--- src/rtl/spi_tx_arbiter_if.sv ---
// Requester-side bus of the SPI transmit arbiter: per-requester byte
// handshake plus the per-requester completion pulse.
interface spi_tx_arbiter_if #(
    parameter int NUM_REQ = 4,
    parameter int DATA_W  = 8
);
    logic [NUM_REQ-1:0]        req_valid;
    logic [NUM_REQ*DATA_W-1:0] req_data;
    logic [NUM_REQ-1:0]        req_last;
    logic [NUM_REQ-1:0]        req_ready;
    logic [NUM_REQ-1:0]        req_done;

    // Client logic side
    modport master (
        output req_valid, req_data, req_last,
        input  req_ready, req_done
    );

    // Arbiter side
    modport slave (
        input  req_valid, req_data, req_last,
        output req_ready, req_done
    );
endinterface

--- src/rtl/spi_tx_arbiter.sv ---
// Shares one 8-bit SPI transmitter among NUM_REQ requesters. Bursts are
// granted round-robin and locked until the byte flagged last completes.
// A watchdog aborts a stalled core (WAIT) or an abandoned burst (HOLD).
module spi_tx_arbiter #(
    parameter int NUM_REQ        = 4,
    parameter int DATA_W         = 8,
    parameter int TIMEOUT_CYCLES = 4096
) (
    input  logic                       clock,
    input  logic                       reset,
    spi_tx_arbiter_if.slave            bus,
    input  logic                       err_clear,
    output logic [DATA_W-1:0]          spi_data_in,
    output logic                       spi_load_data,
    input  logic                       spi_done_send,
    output logic                       busy,
    output logic [$clog2(NUM_REQ)-1:0] active_id,
    output logic                       timeout_err
);
    localparam int ID_W  = $clog2(NUM_REQ);
    localparam int TMR_W = $clog2(TIMEOUT_CYCLES);

    typedef enum logic [1:0] {IDLE, LOAD, WAIT, HOLD} state_t;

    state_t          state, state_nxt;
    logic [ID_W-1:0] last_grant, winner, sel, idx;
    logic [TMR_W-1:0] timer;
    logic            any_valid, last_flag, accept;
    logic            tmr_max, done_hit, timeout_hit;

    assign tmr_max     = (timer == TMR_W'(TIMEOUT_CYCLES - 1));
    // The core's done pulse only counts while a byte is actually in flight.
    assign done_hit    = (state == WAIT) && spi_done_send;
    // An owner presenting a byte in HOLD wins over the watchdog.
    assign timeout_hit = tmr_max &&
                         (((state == WAIT) && !spi_done_send) ||
                          ((state == HOLD) && !bus.req_valid[active_id]));
    assign accept      = |bus.req_ready;

    // Round-robin search: first valid index after last_grant, wrapping.
    // Scanning downward lets the nearest candidate overwrite the rest.
    always_comb begin
        winner    = '0;
        any_valid = 1'b0;
        idx       = '0;
        for (int i = NUM_REQ; i >= 1; i--) begin
            idx = ID_W'((int'(last_grant) + i) % NUM_REQ);
            if (bus.req_valid[idx]) begin
                winner    = idx;
                any_valid = 1'b1;
            end
        end
    end

    // State register
    always_ff @(posedge clock) begin
        if (reset) state <= IDLE;
        else       state <= state_nxt;
    end

    // Next-state logic
    always_comb begin
        state_nxt = state;
        case (state)
            IDLE: if (any_valid) state_nxt = LOAD;
            LOAD: state_nxt = WAIT;
            WAIT: begin
                if (done_hit)         state_nxt = last_flag ? IDLE : HOLD;
                else if (timeout_hit) state_nxt = IDLE;
            end
            HOLD: begin
                if (bus.req_valid[active_id]) state_nxt = LOAD;
                else if (timeout_hit)         state_nxt = IDLE;
            end
            default: state_nxt = IDLE;
        endcase
    end

    // Combinational outputs: at most one ready bit, only in IDLE or HOLD
    always_comb begin
        bus.req_ready = '0;
        busy          = (state != IDLE);
        sel           = winner;
        case (state)
            IDLE: if (any_valid) bus.req_ready[winner] = 1'b1;
            HOLD: begin
                sel = active_id;
                if (bus.req_valid[active_id]) bus.req_ready[active_id] = 1'b1;
            end
            default: ;
        endcase
    end

    // Datapath: byte capture, load strobe, done pulse, timer and error flag
    always_ff @(posedge clock) begin
        if (reset) begin
            spi_data_in   <= '0;
            spi_load_data <= 1'b0;
            bus.req_done  <= '0;
            active_id     <= '0;
            last_flag     <= 1'b0;
            last_grant    <= ID_W'(NUM_REQ - 1);
            timer         <= '0;
            timeout_err   <= 1'b0;
        end else begin
            spi_load_data <= accept;
            bus.req_done  <= '0;
            if (accept) begin
                spi_data_in <= bus.req_data[int'(sel)*DATA_W +: DATA_W];
                active_id   <= sel;
                last_flag   <= bus.req_last[sel];
            end
            if (done_hit) begin
                bus.req_done[active_id] <= 1'b1;
                if (last_flag) last_grant <= active_id;
            end
            if (timeout_hit) begin
                timeout_err <= 1'b1;
                last_grant  <= active_id;
            end else if (err_clear) begin
                timeout_err <= 1'b0;
            end
            // Timer runs only while waiting on the core or on the owner.
            if ((state == WAIT && !spi_done_send) || state == HOLD) begin
                if (!tmr_max) timer <= timer + 1'b1;
            end else begin
                timer <= '0;
            end
        end
    end
endmodule

--- src/flat_wrapper.sv ---
// flat-port wrapper written by rule: the top's interface ports become plain ports
module spi_tx_arbiter_flat 
#(
    parameter int NUM_REQ        = 4,
    parameter int DATA_W         = 8,
    parameter int TIMEOUT_CYCLES = 4096
)
  (clock, reset, err_clear, spi_data_in, spi_load_data, spi_done_send, busy, active_id, timeout_err, bus_req_valid, bus_req_data, bus_req_last, bus_req_ready, bus_req_done);
  spi_tx_arbiter_if #(.NUM_REQ(NUM_REQ), .DATA_W(DATA_W)) bus_i ();
  input  logic clock;
  input  logic reset;
  input  logic err_clear;
  output logic [DATA_W-1:0] spi_data_in;
  output logic spi_load_data;
  input  logic spi_done_send;
  output logic busy;
  output logic [$clog2(NUM_REQ)-1:0] active_id;
  output logic timeout_err;
  input wire logic [$bits(bus_i.req_valid)-1:0] bus_req_valid;
  input wire logic [$bits(bus_i.req_data)-1:0] bus_req_data;
  input wire logic [$bits(bus_i.req_last)-1:0] bus_req_last;
  output wire logic [$bits(bus_i.req_ready)-1:0] bus_req_ready;
  output wire logic [$bits(bus_i.req_done)-1:0] bus_req_done;
  assign bus_i.req_valid = bus_req_valid;
  assign bus_i.req_data = bus_req_data;
  assign bus_i.req_last = bus_req_last;
  assign bus_req_ready = bus_i.req_ready;
  assign bus_req_done = bus_i.req_done;
  spi_tx_arbiter #(.NUM_REQ(NUM_REQ), .DATA_W(DATA_W), .TIMEOUT_CYCLES(TIMEOUT_CYCLES)) u_core (.clock(clock), .reset(reset), .bus(bus_i), .err_clear(err_clear), .spi_data_in(spi_data_in), .spi_load_data(spi_load_data), .spi_done_send(spi_done_send), .busy(busy), .active_id(active_id), .timeout_err(timeout_err));
endmodule
--- config.mk ---
export PLATFORM = sky130hd
export DESIGN_NAME = spi_tx_arbiter_flat
export DESIGN_NICKNAME = d
export VERILOG_FILES = /design/src/rtl/spi_tx_arbiter_if.sv /design/src/rtl/spi_tx_arbiter.sv /design/src/flat_wrapper.sv
export SDC_FILE = /design/constraint.sdc
export NUM_CORES = 1
export LEC_CHECK = 0
export ABC_CLOCK_PERIOD_IN_PS = 1900
export BUFFER_PORTS_ARGS = -buffer_cell sky130_fd_sc_hd__buf_2
export CORE_MARGIN = 1.5
export CORE_UTILIZATION = 46
export CTS_CLUSTER_SIZE = 24
export DETAILED_ROUTE_END_ITERATION = 6
export PLACE_DENSITY = 0.76
export REMOVE_ABC_BUFFERS = 1
export SLEW_MARGIN = 20
export SYNTH_ARGS = -nofsm -noshare
export SYNTH_HDL_FRONTEND = slang
export SYNTH_SLANG_ARGS = --single-unit
--- constraint.sdc ---
create_clock -name clock -period 1.9 [get_ports clock]
set_clock_uncertainty 0.1 [all_clocks]
set_input_delay 0.19 -clock clock [delete_from_list [all_inputs] [get_ports clock]]
set_output_delay 0.19 -clock clock [all_outputs]
set_load 0.005 [all_outputs]
* Word level (Yosys, flattened, before mapping)
Index checks and enable logic that the tools add are counted.
Cells by class: bitwise logic cells 2, reductions and logical operators 19, add/sub/neg operators 5, multiplexer cells 39, order comparisons 9, equal/unequal tests 5, shift-type cells 1
Operator list (number):
- variable part select 32 x 6 -> 8 bit | 1
- 2-to-1 mux 2 bit | 13
- less-than comparator 2 x 3 -> 1 bit (second input constant) | 7
- 2-to-1 mux 1 bit | 14
- adder 12 x 1 -> 12 bit (second input constant) | 1
- binary-select mux 1 bit (select 2 bit) | 6
- == test 12 bit (second input constant) | 1
- 2-to-1 mux 4 bit | 2
- case mux 2 bit (4 select lines) | 1
- case mux 4 bit (2 select lines) | 1
- nonzero test 2 bit | 4
- logical AND 1 bit | 6
- adder 2 x 1 -> 2 bit (second input constant) | 2
- adder 2 bit (second input constant) | 2
- demux 1 bit (select 2 bit) | 2
- == test 2 bit (second input constant) | 2
- >= comparator 2 x 1 -> 1 bit (second input constant) | 2
- OR reduction 2 bit | 2
- OR reduction 4 bit | 1
- == test 2 x 1 -> 1 bit (second input constant) | 1
- zero test 1 bit | 2
- zero test 2 bit | 1
- logical OR 1 bit | 2
- != test 2 x 1 -> 1 bit (second input constant) | 1
- other kinds (2) | 3
Storage, ports and cells: word-level logic and storage cells 89, input bits 44, register bits after elaboration 33

* Logic depth before layout (Yosys ltp)
Gate-level depths: netlist of run 1.
depth in word-level cells 14, mapped depth 8, mapped depth without buffers 7

* Worst setup path before layout of run 1
No wires, ideal clock.
path kind register to register, from register u_core.state[0], to register u_core.last_flag, clock period less this slack 1866 ps, cell stages (with the launch flop) 9, setup slack 34 ps, path buffers 3, arrival 1642 ps, library setup time 125 ps, cell sequence dfxtp_1 > ha_1 > buf_2 > nand2_1 > clkbuf_1 > o21ai_4 > buf_6 > a221oi_1 > o31ai_1
On the way: longest elaborated chain between the ends 4, elaborated cells on any way between the ends 7, classes of those cells 1 x eq/ne; 4 x mux; 2 x reduce/logical
Ends and longest elaborated chain:
- start, declared | RTL line spi_tx_arbiter.sv:25 | state_t state, state_nxt;
- start signal, assigned | RTL line spi_tx_arbiter.sv:58 | else state <= state_nxt;
- == test 2 bit | RTL line spi_tx_arbiter.sv:84 | case (state)
- 2-to-1 mux 2 bit | RTL line spi_tx_arbiter.sv:84
- binary-select mux 1 bit (select 2 bit) | RTL line spi_tx_arbiter.sv:111 | last_flag <= bus.req_last[sel];
- 2-to-1 mux 1 bit (implied by the code) | RTL line spi_tx_arbiter.sv:111
- end signal, assigned | RTL line spi_tx_arbiter.sv:111
- end, declared | RTL line spi_tx_arbiter.sv:28 | logic any_valid, last_flag, accept;
Parallel ways exist; a longest one is shown, timed or not. The select of a mux whose other input is x is not followed. A chain may end at the register's enable or synchronous reset.

* Worst setup path after layout of run 1
from register u_core.last_grant[1], to output bus_req_ready[1]
On the way: longest elaborated chain between the ends 13, elaborated cells on any way between the ends 27, classes of those cells 4 x add/sub; 2 x order compare; 20 x mux; 1 x reduce/logical
Ends and longest elaborated chain:
- start, declared | RTL line spi_tx_arbiter.sv:26 | logic [ID_W-1:0] last_grant, winner, sel, idx;
- start signal, assigned | RTL line spi_tx_arbiter.sv:102 | last_grant <= ID_W'(NUM_REQ - 1);
- start signal, assigned | RTL line spi_tx_arbiter.sv:115 | if (last_flag) last_grant <= active_id;
- start signal, assigned | RTL line spi_tx_arbiter.sv:119 | last_grant <= active_id;
- adder 2 x 1 -> 2 bit | RTL line spi_tx_arbiter.sv:47 | idx = ID_W'((int'(last_grant) + i) % NUM_REQ);
- binary-select mux 1 bit (select 2 bit) | RTL line spi_tx_arbiter.sv:48 | if (bus.req_valid[idx]) begin
- 2-to-1 mux 1 bit (implied by the code) | RTL line spi_tx_arbiter.sv:48
- 2-to-1 mux 2 bit (4 in series) | RTL line spi_tx_arbiter.sv:48
- less-than comparator 2 x 3 -> 1 bit (implied by the code) or >= comparator 2 x 1 -> 1 bit (tied branches) | RTL line spi_tx_arbiter.sv:85 | IDLE: if (any_valid) bus.req_ready[winner] = 1'b1;
- logical AND 1 bit (implied by the code) | RTL line spi_tx_arbiter.sv:85
- 2-to-1 mux 1 bit (implied by the code) | RTL line spi_tx_arbiter.sv:85
- demux 1 bit (select 2 bit)
- 2-to-1 mux 4 bit * | RTL line spi_tx_arbiter.sv:85
- case mux 4 bit (2 select lines) * | RTL line spi_tx_arbiter.sv:84
- end, declared | RTL line flat_wrapper.sv:22 | output wire logic [$bits(bus_i.req_ready)-1:0] bus_req_ready;
Mark *: on every way between the ends. The rest lies on a longest branch, timed or not. The select of a mux whose other input is x is not followed.

==> summary.md, run 1 <==
| Metric | Value |
|---|---|
| Sequential area share after synthesis | `33.0%` |
| N_diodes | `0` |
| Status | `finished with violations` |
| Clock edge transition at the registers on the reported setup and hold paths | `70 ps` |
| 1st-iter DRT viols | `74` |
| Period utilisation layout | `102%` |
| Drt total wl | `5540 um` |
| Req. time, crit path | `1610 ps` |
| Max incr delay on CP | `420 ps` |
| DP HPWL | `3750 um` |
| H-tree Lvls | `2` |
| Pwr dens | `757 nW/um^2` |
| Final max-slew violation count | `0` |
| Max-cap violations | `0` |
| Cell taking the most area after synthesis | `dfxtp_1` |
| Worst skew pair latency | `290 ps` |
| Vias per inst | `5.58` |
| Gr usage total | `23.7%` |
| Seq cells post-synth | `33` |
| Setup Viol. Count Final | `3` |
| WL met2 | `2770 um` |
| Fmax | `514 MHz` |
| Cts hold-fix bufs | `0` |
| Ranking of synthesized cells by area | `dfxtp_1, a221oi_1, and2_1, o31ai_1, nand2_1` |
| Initial Util | `49.0%` |
| Leakage power | `1.20 nW` |
| Cell Count, Final, Fillers Out | `374` |
| Fraction of layout cells with a size suffix above 1 | `46.0%` |
| Die ar. | `4760 sq um` |
| Maximum VDD drop | `0.563 mV` |
| Layout area overhead | `44.3%` |
| Failing checks | `negative setup slack` |
| Die Y | `69.0 um` |
| Worst EP arrival | `1660 ps` |
| CTS tree | `built` |
| WL met1 | `2400 um` |
| Share of Yosys cell area claimed by the top area cell type | `33.0%` |
| Global-route wire length before repair | `8300 um` |
| Initial antenna violation count | `0` |
| CP max FO | `5` |
| CP Capture Type | `output pin` |
| Synth Instances | `233` |
| Unique cell type count in the Yosys netlist | `49` |
| Worst-Margin Slew | `552 ps` |
| CP Launch Type | `flop` |
| Fill count | `315` |
| Largest net degree at the start of global routing | `20` |
| Hold WS | `65.5 ps` |
| Post-synth EDFFs | `0` |
| Min-delay worst type | `primary input to flop` |
| 1st-pass router iterations | `4` |
| Grt ovf | `0` |
| Min Tclk post-route | `1950 ps` |
| RSZ-0062 raised after global routing | `true` |
| Fin util | `70.7%` |
| Maximum buffer depth of the clock tree | `2` |
| Antenna viol nets, final | `0` |
| Worst setup margin | `-45.5 ps` |
| Synthesized area | `2000 sq um` |
| Top post-synthesis cells by count | `dfxtp_1, and2_1, nand2_1, nor2_1, a221oi_1` |
| YS warnings | `0` |
| Most frequent cell after synthesis | `dfxtp_1` |
| DRC | `0` |
| Critical Path, Cell by Cell | `or3b_4 > o221a_4 > nor2_4 > nand2_2 > a21oi_2 > buf_2` |
| CTS Buf Count | `5` |
| Final Hold Fails | `0` |
| Vias in the first global route | `1812` |
| Root Driver | `clkbuf_8` |
| WL/cell | `14.8 um` |
| Max Used Layer | `met4` |
| Placer Congestion | `0.831` |
| Synthesized area per cell | `8.59 sq um` |
| Row cnt | `23` |
| Placed cell count | `361` |
| CTS Sinks | `33` |
| Worst slew margin | `62.9%` |
| FFs w/ async S/R, synth | `0%` |
| Die Span X | `69.0 um` |
| Prevailing post-synth register cell | `dfxtp_1` |
| Boundary Pins | `65` |
| WL met3 | `220 um` |
| Core box area | `4090 sq um` |
| PortBufs | `64` |
| DR vias | `2087` |
| CP max-delay cell | `or3b_4` |
| CP Class | `flop to output pin` |
| Final #Nets | `371` |
-- final timing paths --
check	from	to	slack (ps)	cells past startpoint
max reg2reg	u_core.active_id[0]	u_core.last_grant[1]	10	4
max	u_core.last_grant[1]	bus_req_ready[1]	-50	6
min	err_clear	u_core.timeout_err	70	3
min reg2reg	u_core.spi_data_in[5]	u_core.spi_data_in[5]	350	2
-- report_power, final --
group | switching [mW] | total, mW | internal (mW)
sequential | 0.0600 | 0.830 | 0.770
clock | 0.267 | 0.519 | 0.252
combinational | 0.428 | 0.837 | 0.410
-- kinds of logic (layout without fill, tap and decap cells) --
| group | Yosys count | in the layout | share of synthesized area, % |
|---|---|---|---|
| xor gates and xnor gates | 9 | 9 | 3.94 |
| muxes | 5 | 5 | 3.13 |
| AOI/OAI and AO/OA | 67 | 67 | 27.1 |
| adders and majority gates | 4 | 4 | 2.50 |
| DFF | 33 | 33 | 33.0 |
| and+or+nand+nor | 93 | 93 | 24.6 |
| buffers and inverters | 22 | 113 | 5.69 |
-- placed cells by master (no fill, tap or decap), types with 2 or more instances in the layout --
master / n
and4_1: 3
dfxtp_4: 3
clkbuf_8: 5
and3_1: 5
a311o_1: 2
nor4_1: 3
a21oi_1: 12
nand3_1: 3
a221oi_4: 2
nor2b_1: 3
a221oi_1: 3
dfxtp_2: 2
nand4_1: 3
clkinv_2: 2
ha_1: 2
mux2i_1: 4
a221oi_2: 12
a21boi_0: 2
nor3_1: 5
buf_4: 31
buf_2: 64
a21oi_2: 3
a211oi_1: 2
nor2_2: 2
nor2_1: 16
and2_1: 20
o31ai_1: 10
nand2_1: 18
ha_4: 2
dfxtp_1: 28
xnor2_1: 5
inv_1: 8
xor2_1: 4
nand2b_1: 4
-- through the flow --
step           total power, mW  instance area (sq um)  TNS, ps  setup WS (ps)
2_1_floorplan             1.20                   1920    -2040           -212
3_3_place_gp              1.52                   2520     -108          -26.6
3_5_place_dp              1.53                   2520     -174          -42.8
4_1_cts                   2.09                   2700    -68.2          -29.2
5_1_grt                   2.33                   2890     -591           -102
6_report                  2.19                   2890    -83.5          -45.5
-- layout make-up --
type                            instances  area (sq um)  area share [%]
Multi-Input combinational cell        178          1450            50.2
Sequential cell                        33           674            23.4
Timing Repair Buffer                   97           584            20.2
Clock buffer                            5          68.8            2.38
Tap cell                               50          62.6            2.17
Inverter                                8          30.0            1.04
Clock inverter                          3          17.5           0.607
-- worst max-delay path, delay by kind of cell (launching register included) --
kind                   cells  cell delay (ps)
and+or+nand+nor            3              610
DFF                        1              360
AOI/OAI and AO/OA          2              270
buffers and inverters      1              120
-- repair_timing --
action	CTS	global route
resized for setup	16	33
setup buffers	3	3
pin swaps	5	5
setup endpoints to repair	6	17
-- routing by layer --
| layer | vias up | global-route usage [%] |
|---|---|---|
| met4 | 0 | 8.58 |
| met2 | 61 | 37.1 |
| li1 | 1048 | - |
| met1 | 965 | 30.7 |
| met5 | - | 0 |
| met3 | 13 | 7.14 |
-- state kept, by name, summed over array words and instances (netlist names) --
| name | count |
|---|---|
| u_core.state | 2 |
| u_core.timer | 12 |
| u_core.active_id | 2 |
| u_core.timeout_err | 1 |
| u_core.last_flag | 1 |
| u_core.spi_load_data | 1 |
| u_core.spi_data_in | 8 |
| u_core.last_grant | 2 |
| u_core.bus.req_done | 4 |
Power figures use the tool's default switching activity.
==> inputs of run 2 (changes only) <==
--- a/config.mk
+++ b/config.mk
@@ -9,6 +9,7 @@
 export BUFFER_PORTS_ARGS = -buffer_cell sky130_fd_sc_hd__buf_2
 export CORE_MARGIN = 1.5
 export CORE_UTILIZATION = 46
+export CTS_BUF_LIST = sky130_fd_sc_hd__clkbuf_16
 export CTS_CLUSTER_SIZE = 24
 export DETAILED_ROUTE_END_ITERATION = 6
 export PLACE_DENSITY = 0.76
==> summary.md, run 2 (same netlist as run 1, synthesis figures left out) <==
| Metric | Value |
|---|---|
| Die Y | `69.0 um (unchanged)` |
| Maximum VDD drop | `0.626 mV (was 0.563 mV)` |
| CP Capture Type | `output pin (unchanged)` |
| WL/cell | `14.5 um (was 14.8 um)` |
| CTS tree | `built (unchanged)` |
| Pwr dens | `830 nW/um^2 (was 757 nW/um^2)` |
| Overall power | `2.41 mW (was 2.19 mW)` |
| Max-cap violations | `0 (unchanged)` |
| Number of flip-flops in the largest register | `12 (unchanged)` |
| DP HPWL | `3750 um (unchanged)` |
| Period utilisation layout | `101% (was 102%)` |
| Global-route wire length before repair | `8150 um (was 8300 um)` |
| CP Launch Type | `flop (unchanged)` |
| Min-delay worst type | `primary input to flop (unchanged)` |
| Boundary Pins | `65 (unchanged)` |
| Fmax | `522 MHz (was 514 MHz)` |
| CTS Buf Count | `5 (unchanged)` |
| Core box area | `4090 sq um (unchanged)` |
| Placed Instance Area | `2520 sq um (unchanged)` |
| Reg2Reg Depth | `7 (was 4)` |
| Layout area overhead | `45.1% (was 44.3%)` |
| Worst slew margin | `63.9% (was 62.9%)` |
| Vias in the first global route | `1806 (was 1812)` |
| Most common cell after layout, fill and taps aside | `buf_2 (unchanged)` |
| Gr busiest metal | `met2 (unchanged)` |
| Met3 usage | `6.66% (was 7.14%)` |
| DRC | `0 (unchanged)` |
| Die ar. | `4760 sq um (unchanged)` |
| Setup Viol. Count Final | `3 (unchanged)` |
| CP Class | `flop to output pin (unchanged)` |
| Initial antenna violation count | `0 (unchanged)` |
| H-tree Lvls | `2 (unchanged)` |
| Grt ovf | `0 (unchanged)` |
| Status | `finished with violations (unchanged)` |
| Launch point of the worst reg-to-reg path | `u_core.last_grant[1] (was u_core.active_id[0])` |
| Final max-slew violation count | `0 (unchanged)` |
| Largest net degree at the start of global routing | `20 (unchanged)` |
| CP max FO | `4 (was 5)` |
| Root Driver | `clkbuf_16 (was clkbuf_8)` |
| Hold Path Stages | `3 (unchanged)` |
| Worst setup path endpoint | `bus_req_ready[3] (was bus_req_ready[1])` |
| Vias per inst | `5.59 (was 5.58)` |
| CTS Sinks | `33 (unchanged)` |
| DR vias | `2086 (was 2087)` |
| Final instance area | `2900 sq um (was 2890 sq um)` |
| Final #Nets | `370 (was 371)` |
| Top flop regs | `u_core.timer x12, u_core.spi_data_in x8, u_core.bus.req_done x4 (unchanged)` |
| 1st-iter DRT viols | `73 (was 74)` |
| R2r setup slk | `40 ps (was 10 ps)` |
| Setup crit start | `u_core.last_grant[0] (was u_core.last_grant[1])` |
| Fin util | `71.1% (was 70.7%)` |
| Min Tclk post-route | `1920 ps (was 1950 ps)` |
| N_diodes | `0 (unchanged)` |
| Final Hold Fails | `0 (unchanged)` |
| Initial Util | `49.0% (unchanged)` |
| Fraction of layout cells with a size suffix above 1 | `44.6% (was 46.0%)` |
| Failing checks | `negative setup slack (unchanged)` |
| Row cnt | `23 (unchanged)` |
| RSZ-0062 raised after global routing | `true (unchanged)` |
| GR Util met1 | `29.8% (was 30.7%)` |
| Clock edge transition at the registers on the reported setup and hold paths | `50 ps (was 70 ps)` |
| Most frequent cells in the layout | `buf_2, buf_4, dfxtp_1 (unchanged)` |
| Req. time, crit path | `1610 ps (about the same)` |
| Placer Congestion | `0.831 (unchanged)` |
| Leakage power | `1.22 nW (was 1.20 nW)` |
| Die Span X | `69.0 um (unchanged)` |
| Gr usage total | `23.2% (was 23.7%)` |
| PortBufs | `64 (unchanged)` |
| Worst EP arrival | `1630 ps (was 1660 ps)` |
| Worst-Margin Slew | `538 ps (was 552 ps)` |
| GRT met2 Usage | `36.8% (was 37.1%)` |
| FF-to-FF End | `u_core.spi_data_in[7] (was u_core.last_grant[1])` |
| Maximum buffer depth of the clock tree | `2 (unchanged)` |
| Worst skew pair latency | `280 ps (was 290 ps)` |
| Antenna viol nets, final | `0 (unchanged)` |
| Biggest register | `u_core.timer (unchanged)` |
| Worst setup margin | `-16.7 ps (was -45.5 ps)` |
| Drt total wl | `5400 um (was 5540 um)` |
| 1st-pass router iterations | `4 (unchanged)` |
-- run 2: changes by cell type in the layout (fill, tap and decap cells not counted), moves of 2 or more --
| cell | change |
|---|---|
| clkbuf_16 | +5 |
| clkbuf_8 | -5 |
| dfxtp_2 | +2 |
| nor2_1 | +2 |
| nor2_2 | -2 |
-- run 2: critical path, cell delays in order, from the launching register on --
cell	delay (ps)
dfxtp_4	360
nor2b_2	60
o21a_2	220
or3_4	370
a32oi_2	170
nor2_1	50
buf_2	120
-- run 2: routing by layer --
layer  vias up  share of wire [%]
li1       1048                  -
met1       973                 45
met2        53                 49
met3        12                4.0
met4         0                2.4
met5         -                  0
-- run 2: final cells by class --
class / instances / area (sq um)
fill: 315 / 1180
sequential: 33 / 673
timing repair buffer: 96 / 577
inverter: 8 / 30.0
clock buffer: 5 / 125
clock inverter: 3 / 17.5
multi-input combinational: 178 / 1420
tap: 50 / 62.6
-- run 2: worst min-delay path by stage --
stage                            end                  start  slack, ps
2_1_floorplan     u_core.timeout_err                  reset        160
3_3_place_gp   u_core.spi_data_in[5]  u_core.spi_data_in[5]        330
3_5_place_dp   u_core.spi_data_in[5]  u_core.spi_data_in[5]        340
4_1_cts           u_core.timeout_err              err_clear         80
5_1_grt           u_core.timeout_err              err_clear        110
6_report          u_core.timeout_err              err_clear         80
-- run 2: metrics by stage --
| step | TNS, ps | worst slack, ps | instances | hold WS, ps |
|---|---|---|---|---|
| after floorplan | -2040 | -212 | 219 | 159 |
| after global placement | -108 | -26.6 | 361 | 332 |
| after detailed placement | -174 | -42.8 | 361 | 336 |
| after CTS | -4.18 | -4.18 | 372 | 76.0 |
| after global routing | -351 | -101 | 373 | 108 |
| final | -44.5 | -16.7 | 373 | 78.4 |
-- run 2: power by group --
group          total, mW  switching (mW)  internal (mW)
sequential         0.833          0.0599          0.773
clock              0.773           0.293          0.479
combinational      0.805           0.409          0.395
-- run 2: timing repair --
action,4_1_cts,5_1_grt
endpoints found under the setup margin,6,18
resized for setup,15,27
hold buffers,0,0
pin swaps,3,2
setup buffers,3,1
==> inputs of run 3 (changes only) <==
--- a/config.mk
+++ b/config.mk
@@ -5,14 +5,14 @@
 export SDC_FILE = /design/constraint.sdc
 export NUM_CORES = 1
 export LEC_CHECK = 0
-export ABC_CLOCK_PERIOD_IN_PS = 1900
+export ABC_CLOCK_PERIOD_IN_PS = 1890
 export BUFFER_PORTS_ARGS = -buffer_cell sky130_fd_sc_hd__buf_2
 export CORE_MARGIN = 1.5
-export CORE_UTILIZATION = 46
+export CORE_UTILIZATION = 51
 export CTS_BUF_LIST = sky130_fd_sc_hd__clkbuf_16
 export CTS_CLUSTER_SIZE = 24
 export DETAILED_ROUTE_END_ITERATION = 6
-export PLACE_DENSITY = 0.76
+export PLACE_DENSITY = 0.8
 export REMOVE_ABC_BUFFERS = 1
 export SLEW_MARGIN = 20
 export SYNTH_ARGS = -nofsm -noshare
==> constraint.sdc (replaced) <==
create_clock -name clock -period 1.89 [get_ports clock]
set_clock_uncertainty 0.1 [all_clocks]
set_input_delay 0.189 -clock clock [delete_from_list [all_inputs] [get_ports clock]]
set_output_delay 0.189 -clock clock [all_outputs]
set_load 0.005 [all_outputs]
==> summary.md, run 3 (same netlist as run 1, synthesis figures left out) <==
| Metric | Value |
|---|---|
| Core box area | `3720 sq um (was 4090 sq um)` |
| DP HPWL | `3790 um (was 3750 um)` |
| RSZ-0062 raised after global routing | `true (unchanged)` |
| CP max FO | `18 (was 4)` |
| Number of flip-flops in the largest register | `12 (unchanged)` |
| Worst skew pair latency | `270 ps (was 280 ps)` |
| CTS Sinks | `33 (unchanged)` |
| Initial antenna violation count | `0 (unchanged)` |
| CP Class | `flop to flop (was flop to output pin)` |
| Boundary Pins | `65 (unchanged)` |
| Worst-Margin Slew | `439 ps (was 538 ps)` |
| Period utilisation layout | `102%` |
| Worst setup margin | `-33.8 ps (was -16.7 ps)` |
| Drt total wl | `5680 um (was 5400 um)` |
| GRT met2 Usage | `43.2% (was 36.8%)` |
| Layout area overhead | `42.1% (was 45.1%)` |
| Largest net degree at the start of global routing | `19 (was 20)` |
| Leakage power | `1.22 nW (about the same)` |
| Antenna viol nets, final | `0 (unchanged)` |
| Top flop regs | `u_core.timer x12, u_core.spi_data_in x8, u_core.bus.req_done x4 (unchanged)` |
| 1st-pass router iterations | `5 (was 4)` |
| Global-route wire length before repair | `8530 um (was 8150 um)` |
| Fmax | `520 MHz` |
| Critical path's top delay family | `compound AO/OA/AOI/OAI gates (was simple AND/OR/NAND/NOR gates)` |
| CTS Buf Count | `5 (unchanged)` |
| PortBufs | `64 (unchanged)` |
| DR vias | `2202 (was 2086)` |
| Most common cell after layout, fill and taps aside | `buf_2 (unchanged)` |
| CP Launch Type | `flop (unchanged)` |
| Die Y | `65.7 um (was 69.0 um)` |
| Pwr dens | `880 nW/um^2 (was 830 nW/um^2)` |
| WL/cell | `15.3 um (was 14.5 um)` |
| Grt ovf | `0 (unchanged)` |
| Final #Nets | `370 (unchanged)` |
| Row cnt | `22 (was 23)` |
| Root Driver | `clkbuf_16 (unchanged)` |
| N_diodes | `0 (unchanged)` |
| Gr usage total | `25.6% (was 23.2%)` |
| Max incr delay on CP | `420 ps (was 370 ps)` |
| Critical Path, Cell by Cell | `or3b_4 > o221ai_2 > o21ai_4 > buf_12 > a221oi_1 > o31ai_1 (was nor2b_2 > o21a_2 > or3_4 > a32oi_2 > nor2_1 > buf_2)` |
| Status | `finished with violations (unchanged)` |
| Biggest register | `u_core.timer (unchanged)` |
| Cts hold-fix bufs | `0 (unchanged)` |
| Met3 usage | `6.51% (was 6.66%)` |
| 1st-iter DRT viols | `142 (was 73)` |
| Final max-slew violation count | `0 (unchanged)` |
| GR Util met1 | `31.9% (was 29.8%)` |
| Sum of buffers and inverters on the critical path | `1 (unchanged)` |
| CTS tree | `built (unchanged)` |
| Overall power | `2.50 mW (was 2.41 mW)` |
| CP Capture Type | `flop (was output pin)` |
| Die ar. | `4310 sq um (was 4760 sq um)` |
| Min Tclk post-route | `1920 ps` |
| Fraction of layout cells with a size suffix above 1 | `40.9% (was 44.6%)` |
| Maximum buffer depth of the clock tree | `2 (unchanged)` |
| Final Hold Fails | `0 (unchanged)` |
| Gr busiest metal | `met2 (unchanged)` |
| Placer Congestion | `0.896 (was 0.831)` |
| Fill count | `276 (was 315)` |
| Clock edge transition at the registers on the reported setup and hold paths | `50 ps (about the same)` |
| Req. time, crit path | `1930 ps (was 1610 ps)` |
| Worst EP arrival | `1970 ps (was 1630 ps)` |
| Maximum VDD drop | `0.566 mV (was 0.626 mV)` |
| Multi-input gate area | `1340 sq um (was 1420 sq um)` |
| Setup Viol. Count Final | `3 (unchanged)` |
| Initial Util | `53.9% (was 49.0%)` |
| Fin util | `76.5% (was 71.1%)` |
| CP max-delay cell | `a221oi_1 (was or3_4)` |
| Most frequent cells in the layout | `buf_2, buf_4, dfxtp_1 (unchanged)` |
| Min-delay worst type | `primary input to flop (unchanged)` |
| Storage cell area | `673 sq um (unchanged)` |
| Worst slew margin | `70.5% (was 63.9%)` |
| Vias per inst | `5.94 (was 5.59)` |
| Failing checks | `negative setup slack (unchanged)` |
| Max-cap violations | `0 (unchanged)` |
| Vias in the first global route | `1902 (was 1806)` |
| Post-Place Worst Slack | `-9.81 ps (was -42.8 ps)` |
| H-tree Lvls | `2 (unchanged)` |
| DRC | `0 (unchanged)` |
| Die Span X | `65.7 um (was 69.0 um)` |
run 3: report_power, final:
group          switching (mW)  internal (mW)  leakage (nW)
Sequential             0.0536          0.775         0.269
Clock                   0.278          0.611        0.0826
Combinational           0.398          0.387         0.872
run 3: path summary, 6_finish.rpt:
| path | to | start | slack (ps) | depth (start not counted) |
|---|---|---|---|---|
| setup / recovery | u_core.last_flag | u_core.last_grant[1] | -30 | 6 |
| hold / removal | u_core.timeout_err | err_clear | 120 | 3 |
| setup reg to reg | u_core.last_flag | u_core.last_grant[1] | -30 | 6 |
| hold reg to reg | u_core.spi_data_in[6] | u_core.spi_data_in[6] | 350 | 2 |
run 3: per-stage QoR:
step	TNS, ps	hold slack (ps)	instance area, sq um	cells
2_1_floorplan	-2160	158	1920	219
3_3_place_gp	0	330	2530	358
3_5_place_dp	-19.2	334	2530	358
4_1_cts	-19.3	98.1	2720	367
5_1_grt	-405	138	2840	371
6_report	-72.0	115	2840	371
run 3: final cells by class:
type	count	area share [%]
tap	48	2.11
sequential	33	23.7
clock buffer	5	4.40
inverter	8	1.06
timing repair buffer	95	20.3
multi-input combinational	179	47.1
clock inverter	3	1.32
run 3: per-layer routing:
layer	part of all wire [%]	up-vias
met4	1.8	0
met3	6.9	17
li1	-	1060
met2	50	89
met1	42	1036
met5	0	-
run 3: tightest hold or removal path, stage by stage:
cell	delay (ps)
buf_2	70
nand2b_1	100
a21oi_1	70
run 3: what timing repair did:
action                                  4_1_cts  5_1_grt
cloned                                        0        1
gates resized for setup                       9       21
endpoints found under the setup margin        9       16
pin swaps                                     2        7
hold endpoints to repair                      0        0
buffers inserted                              1        3
